`config.mk`:
```
export PLATFORM = sky130hd
export DESIGN_NAME = rstseq07
export DESIGN_NICKNAME = d
export VERILOG_FILES = /design/src/rtl/rstseq_pkg.sv /design/src/rtl/rstseq_pend.sv /design/src/rtl/rstseq07.sv
export SDC_FILE = /design/constraint.sdc
export NUM_CORES = 1
export LEC_CHECK = 0
export ABC_CLOCK_PERIOD_IN_PS = 3630
export CAP_MARGIN = 20
export CORE_MARGIN = 4
export CORE_UTILIZATION = 30
export DETAILED_ROUTE_END_ITERATION = 8
export GPL_ROUTABILITY_DRIVEN = 0
export SYNTH_ARGS = -nofsm -noshare
export SYNTH_HDL_FRONTEND = slang
export SYNTH_SLANG_ARGS = --single-unit
```
`constraint.sdc`:
```
create_clock -name clk -period 3.63 [get_ports clk]
set_input_delay 1.089 -clock clk [delete_from_list [all_inputs] [get_ports clk]]
set_output_delay 1.089 -clock clk [all_outputs]
set_load 0.02 [all_outputs]
```
`src/rtl/rstseq_pkg.sv`:
```
// rtl/rstseq_pkg.sv - shared constants and state encoding for the rstseq07 reset sequencer
package rstseq_pkg;
  localparam int NDOM = 7;
  localparam int CNTW = 8;

  typedef enum logic [1:0] {
    HOLD   = 2'd0,
    REL    = 2'd1,
    RUN    = 2'd2,
    SWHOLD = 2'd3
  } state_t;

  localparam logic [NDOM-1:0] ALL_MASK = '1;
endpackage

```
`src/rtl/rstseq_pend.sv`:
```
// rtl/rstseq_pend.sv - pending software-reset accumulator; RSTSEQ_SWLOCK_EN adds swlock filtering
module rstseq_pend
  import rstseq_pkg::*;
(
  input  logic            clk,
  input  logic            rst_,
  input  logic [NDOM-1:0] swrst_req,
`ifdef RSTSEQ_SWLOCK_EN
  input  logic [NDOM-1:0] swlock,
`endif
  input  logic            accept,
  input  logic            flush,
  output logic [NDOM-1:0] req,
  output logic [NDOM-1:0] pend
);

  logic [NDOM-1:0] filt;

`ifdef RSTSEQ_SWLOCK_EN
  assign filt = swrst_req & ~swlock;
`else
  assign filt = swrst_req;
`endif

  // Locked bits never reach pend, so a lock cannot revive or cancel an accepted hold.
  assign req = filt | pend;

  always_ff @(posedge clk or negedge rst_) begin
    if (!rst_) begin
      pend <= '0;
    end else if (flush || accept) begin
      pend <= '0;
    end else begin
      pend <= req;
    end
  end

endmodule

```
`src/rtl/rstseq07.sv`:
```
// rtl/rstseq07.sv - seven-domain staggered reset sequencer; optional swlock input via RSTSEQ_SWLOCK_EN
module rstseq07
  import rstseq_pkg::*;
#(
  parameter int HOLDCYC = 16,
  parameter int GAPCYC  = 4,
  parameter int SWCYC   = 8
) (
  input  logic            clk,
  input  logic            rst_,
  input  logic            scanmode,
  input  logic            glbrst_req,
  input  logic [NDOM-1:0] swrst_req,
`ifdef RSTSEQ_SWLOCK_EN
  input  logic [NDOM-1:0] swlock,
`endif
  output logic [NDOM-1:0] rstmsk,
  output logic            rdy,
  output logic            swdone
);

  localparam logic [CNTW-1:0] HOLD_LAST = CNTW'(HOLDCYC - 1);
  localparam logic [CNTW-1:0] GAP_LAST  = CNTW'(GAPCYC - 1);
  localparam logic [CNTW-1:0] SW_LAST   = CNTW'(SWCYC - 1);
  localparam logic [2:0]      LAST_IDX  = 3'(NDOM - 1);

  state_t          state;
  logic [CNTW-1:0] cnt;
  logic [2:0]      idx;
  logic [NDOM-1:0] rstmsk_reg;
  logic [NDOM-1:0] act;
  logic [NDOM-1:0] req;
  logic [NDOM-1:0] pend;
  logic            accept;
  logic            flush;

  assign accept = (state == RUN);
  // A global request in HOLD only restarts the hold; queued software requests survive it.
  assign flush  = glbrst_req && (state != HOLD);

  rstseq_pend u_pend (
    .clk       (clk),
    .rst_      (rst_),
    .swrst_req (swrst_req),
`ifdef RSTSEQ_SWLOCK_EN
    .swlock    (swlock),
`endif
    .accept    (accept),
    .flush     (flush),
    .req       (req),
    .pend      (pend)
  );

  always_ff @(posedge clk or negedge rst_) begin
    if (!rst_) begin
      state      <= HOLD;
      cnt        <= '0;
      idx        <= '0;
      rstmsk_reg <= ALL_MASK;
      act        <= '0;
      rdy        <= 1'b0;
      swdone     <= 1'b0;
    end else begin
      swdone <= 1'b0;
      if (glbrst_req) begin
        state      <= HOLD;
        cnt        <= '0;
        idx        <= '0;
        rstmsk_reg <= ALL_MASK;
        act        <= '0;
        rdy        <= 1'b0;
      end else begin
        case (state)
          HOLD: begin
            rstmsk_reg <= ALL_MASK;
            if (cnt == HOLD_LAST) begin
              cnt   <= '0;
              idx   <= '0;
              state <= REL;
            end else begin
              cnt <= cnt + 1'b1;
            end
          end
          REL: begin
            if (cnt == GAP_LAST) begin
              cnt        <= '0;
              rstmsk_reg <= rstmsk_reg & ~(NDOM'(1) << idx);
              if (idx == LAST_IDX) begin
                state <= RUN;
                rdy   <= 1'b1;
              end else begin
                idx <= idx + 1'b1;
              end
            end else begin
              cnt <= cnt + 1'b1;
            end
          end
          RUN: begin
            if (|req) begin
              rstmsk_reg <= rstmsk_reg | req;
              act        <= req;
              cnt        <= '0;
              state      <= SWHOLD;
            end
          end
          SWHOLD: begin
            if (cnt == SW_LAST) begin
              rstmsk_reg <= rstmsk_reg & ~act;
              swdone     <= 1'b1;
              cnt        <= '0;
              state      <= RUN;
            end else begin
              cnt <= cnt + 1'b1;
            end
          end
          default: state <= HOLD;
        endcase
      end
    end
  end

  assign rstmsk = scanmode ? '0 : rstmsk_reg;

endmodule

```
# After elaboration in Yosys (flattened, before gate mapping)
# Cells that the tools add are included.
# Widths: inputs -> output; s select.
# classes
n_bitwise,6
mux,35
add_sub_neg,2
n_reduce_logical,16
n_eq_ne,13
n_shift,1
# op_table
operator,n
$mux 7,9
$mux 8,5
$pmux 8 s4,1
$pmux 7 s4,1
$ne 3x3->1 const B,6
$and 7x7->7,2
$not 7->7,2
$or 7x7->7,2
$mux 2,6
$mux 3,4
$reduce_bool 2->1,6
$add 8x1->8 const B,1
$eq 8x2->1 const B,1
$eq 8x3->1 const B,1
$eq 8x4->1 const B,1
$pmux 2 s4,1
$mux 1,7
$reduce_or 7->1,1
$shl 1x3->7 const A,1
$pmux 3 s2,1
$reduce_and 3->1,2
$reduce_and 5->1,1
$eq 2x2->1 const B,2
$reduce_and 4->1,1
8 further kinds,8
# totals
output_inout_bits,9
in_bits,11
register_bits,36

# Logic depth before layout (Yosys ltp)
# Gate-level depths: netlist (run 1).
# depth
ltp_word,6
ltp_mapped,7

# Modules after synthesis
# A second synthesis (run 1) with hierarchy kept.
# hier_totals
hier_cells,207
area_unflattened_um2,2013.2
# modules_own_cells
module,cells_per_inst,area_each_um2,instances
rstseq07,185,1739.2,1
rstseq_pend,22,274.0,1

# Worst setup path after synthesis (run 1)
# OpenSTA, ideal clock, no wires.
# synth_path
path_type,input port to output port
start,input port scanmode
end,output port rstmsk[0]
required_ns,2.541
slack_ns,1.148
stages,1
t_arrival_ns,1.393
path_cell_list,nor2b_1
# synth_via
elab_chain_cells,1
# synth_rtl
element,line_no,text
"start, declared",rstseq07.sv:11,"input logic scanmode,"
$mux 7,rstseq07.sv:122,assign rstmsk = scanmode ? '0 : rstmsk_reg;
"end, declared",rstseq07.sv:17,"output logic [NDOM-1:0] rstmsk,"
# Every way passes these cells.

# Worst setup path after layout (run 1)
# layout_path
start,input port scanmode
end,output port rstmsk[1]
# The elaborated chain is that of the path after synthesis.

==> results of run 1 <==
## final cells by class
class                      instances  area, µm²  area share
sequential                        36        910       0.393
inverter                           8       30.0      0.0130
tap                               77       96.3      0.0416
clock buffer                       6       72.6      0.0313
multi-input combinational        155        972       0.420
clock inverter                     2       35.0      0.0151
timing repair buffer              21        200      0.0864
## critical path, stage by stage
cell and delay, ns:
clkdlybuf4s50_1 0.53, nor2b_1 0.15, clkdlybuf4s50_1 0.61
## power by group through the flow
stage                     Sequential (mW)  Combinational (mW)  Clock [mW]
after floorplan                     0.413              0.0261           0
after global placement              0.415              0.0591           0
after detailed placement            0.415              0.0590           0
after CTS                           0.408              0.0595       0.357
after global routing                0.408              0.0646       0.382
final                               0.408              0.0585       0.356
## synth_stat cells, types with 6 or more instances
| master | number |
|---|---|
| nand2_1 | 13 |
| ha_1 | 6 |
| clkbuf_1 | 8 |
| dfstp_2 | 7 |
| nor2_1 | 21 |
| dfrtp_1 | 29 |
| nor2b_1 | 8 |
| o21ai_0 | 10 |
| a21o_1 | 7 |
| nor4_1 | 8 |
| a21oi_1 | 11 |
| nor3_1 | 17 |
| inv_1 | 8 |
## layer usage
metal | wire, µm | global-route usage
met2 | 1970 | 0.191
met3 | 187 | 0.0307
met4 | 31 | 0.0330
met5 | 0 | 0
met1 | 2290 | 0.182
## metrics by stage
step / hold slack (ns) / total power, mW
detailed placement: 0.462 / 0.475
finish: 0.467 / 0.823
global placement: 0.460 / 0.474
global route: 0.479 / 0.855
floorplan: 0.448 / 0.440
CTS: 0.472 / 0.825
## how the worst max path moves through the flow
stage / startpoint / slack [ns] / depth (start not counted) / end
after detailed placement: scanmode / 0.13 / 3 / rstmsk[2]
after CTS: scanmode / 0.13 / 3 / rstmsk[2]
final: scanmode / 0.17 / 3 / rstmsk[1]
after global placement: scanmode / 0.14 / 3 / rstmsk[3]
after global routing: scanmode / 0.09 / 3 / rstmsk[2]
after floorplan: scanmode / 1.15 / 1 / rstmsk[0]
## logic make-up (layout without fill, tap and decap cells)
kind of cell	count (synthesis)	in the layout	synth area share
xor gates and xnor gates	3	3	0.0134
buffers and inverters	19	37	0.0371
DFF	36	36	0.465
adders and majority gates	6	6	0.0384
AOI/OAI and AO/OA	54	54	0.194
muxes	2	2	0.0109
and+or+nand+nor	90	90	0.241
==> impl_metrics.env, run 1 <==
export IMPL_outcome="finished clean"
export IMPL_dpl_hpwl_um=3110
export IMPL_p_per_area_nw_per_um2=355
export IMPL_final_cell_mix="dfrtp_1 (29), nor2_1 (21), clkdlybuf4s50_1 (18)"
export IMPL_cts_resized=0
export IMPL_cts_max_path_buffers=2
export IMPL_grt_overflow=0
export IMPL_syn_avg_cell_area_um2=9.31
export IMPL_p_clk_frac=0.433
export IMPL_r2r_cells=4
export IMPL_ys_types=45
export IMPL_reg2reg_slack_ns=1.20
export IMPL_r2r_end="cnt[0]"
export IMPL_num_io_pins=20
export IMPL_yosysSeqAreaShare=0.465
export IMPL_power_internal_mw=0.633
export IMPL_cts_tree="done"
export IMPL_wirelength_um=4480
export IMPL_fin_tns_setup_ns=0
export IMPL_diodes=0
export IMPL_design_area_um2=2320
export IMPL_final_core_util=0.365
export IMPL_netlist_instances=210
export IMPL_largest_reg_flops=8
export IMPL_cts_buffers=5
export IMPL_r2r_start="state[1]"
export IMPL_num_nets_final=244
export IMPL_drtIter0Drc=73
export IMPL_grt_pass1_wl_um=7760
export IMPL_place_area_um2=2210
export IMPL_max_slew_worst_pin_slew_ns=0.828
export IMPL_grtUsageTotal=0.127
export IMPL_cts_setup_buffers=0
export IMPL_holdPathEnd="rstmsk_reg[1]"
export IMPL_hp_start="rstmsk_reg[1]"
export IMPL_rsz0062_at_grt="false"
export IMPL_pwr_share_comb=0.071
export IMPL_finalClockSkew_ns=0.00501
export IMPL_layout_setup_ws_ns=0.167
export IMPL_p_leak_nw=0.941
export IMPL_slew_headroom=0.448
export IMPL_numClockSinks=36
export IMPL_path_clk_slew_ns=0.08
export IMPL_crit_path_end_kind="output port"
export IMPL_placementRows=29
export IMPL_cp_start_kind="input pin"
export IMPL_hp_class="reg -> reg"
export IMPL_post_route_period_util=0.954
export IMPL_synth_edff_count=0
export IMPL_fmax_ghz=0.289
export IMPL_drive_gt1_frac=0.0877
export IMPL_final_common_cell="dfrtp_1"
export IMPL_crit_type="in -> out"
export IMPL_grt_max_degree=37
export IMPL_placed_cells=297
export IMPL_slew_violations=0
export IMPL_yosys_area_top_type="dfrtp_1"
export IMPL_core_area_um2=6350
export IMPL_pre_cts_ws_ns=0.128
export IMPL_fill_cells=645
export IMPL_cts_hold_buffers_added=0
export IMPL_ys_ff_latch=36
export IMPL_grt_pass1_vias=1578
export IMPL_syn_nets=227
export IMPL_die_area_um2=7870
export IMPL_seqPwrFrac=0.496
export IMPL_hold_viol=0
export IMPL_die_x_um=88.7
export IMPL_fin_cells=305
export IMPL_whs_path_depth=2
export IMPL_antenna_found_initial=0
export IMPL_crit_arrival_ns=2.37
export IMPL_first_pass_iters=5
export IMPL_yosysTopAreaCellShare=0.371
export IMPL_vias_per_cell=5.19
export IMPL_final_setup_viol_count=0
export IMPL_async_flop_share=1.00
export IMPL_crit_fanout=7
export IMPL_insertion_delay_ns=0.29
export IMPL_vdd_drop_max_mv=0.191
export IMPL_start_util=0.308
export IMPL_io_buffers=19
export IMPL_top_register="cnt"
export IMPL_crit_required_ns=2.54
export IMPL_p_sw_frac=0.231
export IMPL_die_h_um=88.7
export IMPL_final_antenna_net_count=0
export IMPL_drc=0
export IMPL_period_needed_ns=3.46
export IMPL_synth_ff_type="dfrtp_1"
export IMPL_wl_per_cell_um=14.7
export IMPL_p_sw_mw=0.190
export IMPL_areaGrowthSynthToFinish_pct=18.5
export IMPL_cts_root_buffer="clkbuf_8"
export IMPL_h_tree_depth=2
export IMPL_vias=1582
export IMPL_synth_area_leaders="dfrtp_1 (37%), dfstp_2 (9.4%), nor3_1 (4.4%)"
export IMPL_ys_warnings_count=0
export IMPL_synth_area_um2=1950
export IMPL_maxCapViolations=0
No activity file was read; power rests on OpenSTA's default activity.
==> run 2: changes to the inputs <==
MAX_ROUTING_LAYER = met4   (was unset)
==> impl_metrics.env, run 2 (synthesis gave the netlist of run 1 again) <==
export IMPL_outcome="finished clean"
export IMPL_post_route_period_util=0.954
export IMPL_finalClockSkew_ns=0.00494
export IMPL_diodes=0
export IMPL_crit_top_cell="clkdlybuf4s50_1"
export IMPL_path_clk_slew_ns=0.08
export IMPL_top_register="cnt"
export IMPL_slew_headroom=0.441
export IMPL_core_area_um2=6350
export IMPL_grtUsageTotal=0.131
export IMPL_io_buffers=19
export IMPL_grt_overflow=0
export IMPL_slew_violations=0
export IMPL_hold_viol=0
export IMPL_p_leak_nw=0.941
export IMPL_num_nets_final=244
export IMPL_final_cell_mix="dfrtp_1 (29), nor2_1 (21), clkdlybuf4s50_1 (18)"
export IMPL_drc=0
export IMPL_die_h_um=88.7
export IMPL_cts_tree="done"
export IMPL_start_util=0.308
export IMPL_hp_start="rstmsk_reg[1]"
export IMPL_cts_setup_buffers=0
export IMPL_cpMaxStageDelayCell="clkdlybuf4s50_1"
export IMPL_largest_reg_flops=8
export IMPL_h_tree_depth=2
export IMPL_r2r_end="cnt[0]"
export IMPL_die_x_um=88.7
export IMPL_placementRows=29
export IMPL_hp_class="reg -> reg"
export IMPL_r2r_cells=4
export IMPL_cp_start_kind="input pin"
export IMPL_crit_fanout=7
export IMPL_fin_cells=305
export IMPL_placed_cells=297
export IMPL_cts_root_buffer="clkbuf_8"
export IMPL_crit_path_end_kind="output port"
export IMPL_drtIter0Drc=78
export IMPL_areaGrowthSynthToFinish_pct=18.5
export IMPL_cts_max_path_buffers=2
export IMPL_place_area_um2=2210
export IMPL_antenna_found_initial=0
export IMPL_cts_hold_buffers_added=0
export IMPL_crit_path_cell_trace="clkdlybuf4s50_1 -> nor2b_1 -> clkdlybuf4s50_1"
export IMPL_cts_resized=0
export IMPL_num_io_pins=20
export IMPL_p_per_area_nw_per_um2=354
export IMPL_vias_per_cell=5.23
export IMPL_grt_max_degree=37
export IMPL_wl_per_cell_um=14.7
export IMPL_numClockSinks=36
export IMPL_dpl_hpwl_um=3110
export IMPL_crit_type="in -> out"
export IMPL_r2r_start="state[1]"
export IMPL_cp_slowest_stage_delay_ns=0.61
export IMPL_crit_arrival_ns=2.37
export IMPL_period_needed_ns=3.46
export IMPL_drive_gt1_frac=0.0877
export IMPL_wirelength_um=4490
export IMPL_fmax_ghz=0.289
export IMPL_vias=1595
export IMPL_whs_path_depth=2
export IMPL_vdd_drop_max_mv=0.189
export IMPL_final_core_util=0.365
export IMPL_final_common_cell="dfrtp_1"
export IMPL_grt_pass1_wl_um=7770
export IMPL_insertion_delay_ns=0.29
export IMPL_cts_buffers=5
export IMPL_die_area_um2=7870
export IMPL_holdPathEnd="rstmsk_reg[1]"
export IMPL_final_antenna_net_count=0
export IMPL_grt_pass1_vias=1574
export IMPL_first_pass_iters=4
export IMPL_reg2reg_slack_ns=1.20
export IMPL_fin_tns_setup_ns=0
export IMPL_design_area_um2=2320
export IMPL_final_setup_viol_count=0
export IMPL_rsz0062_at_grt="false"
export IMPL_maxCapViolations=0
export IMPL_crit_required_ns=2.54
export IMPL_fill_cells=645
export IMPL_max_slew_worst_pin_slew_ns=0.838
==> run 2: layout make-up <==
class	instances	area [µm²]	area share
clock buffers	6	72.6	0.0313
flip-flops and latches	36	910	0.393
repair buffers	21	200	0.0864
inverters	8	30.0	0.0130
multi-input cells	155	972	0.420
clock inverters	2	35.0	0.0151
well taps	77	96.3	0.0416
==> run 2: how the worst max path moves through the flow <==
stage | start | end | slack (ns) | cells past startpoint
floorplan | scanmode | rstmsk[0] | 1.15 | 1
global placement | scanmode | rstmsk[3] | 0.14 | 3
detailed placement | scanmode | rstmsk[2] | 0.13 | 3
CTS | scanmode | rstmsk[2] | 0.13 | 3
global route | scanmode | rstmsk[2] | 0.09 | 3
finish | scanmode | rstmsk[1] | 0.17 | 3
==> run 2: metrics by stage <==
stage	setup slack, ns	hold slack [ns]	power, mW
finish	0.167	0.467	0.820
CTS	0.127	0.472	0.825
global placement	0.137	0.460	0.474
detailed placement	0.128	0.462	0.475
floorplan	1.15	0.448	0.440
global route	0.0915	0.479	0.855
==> run 2: metal layers <==
metal | vias to the layer above | track usage | wire length (µm)
met1 | 752 | 0.185 | 2280
met3 | 7 | 0.0307 | 220
met4 | 0 | 0.0330 | 40
met5 | - | - | 0
li1 | 803 | - | -
met2 | 33 | 0.188 | 1960
==> run 2: power by group <==
part	internal, mW	leakage, nW	switching (mW)
clock network	0.204	0.0552	0.150
registers	0.404	0.440	0.00404
logic	0.0249	0.446	0.0335
total	0.633	0.941	0.187
==> run 2: worst max-delay path, delay by kind of cell <==
kind | cells | cell delay [ns]
buf+inv | 2 | 1.14
simple gates | 1 | 0.15
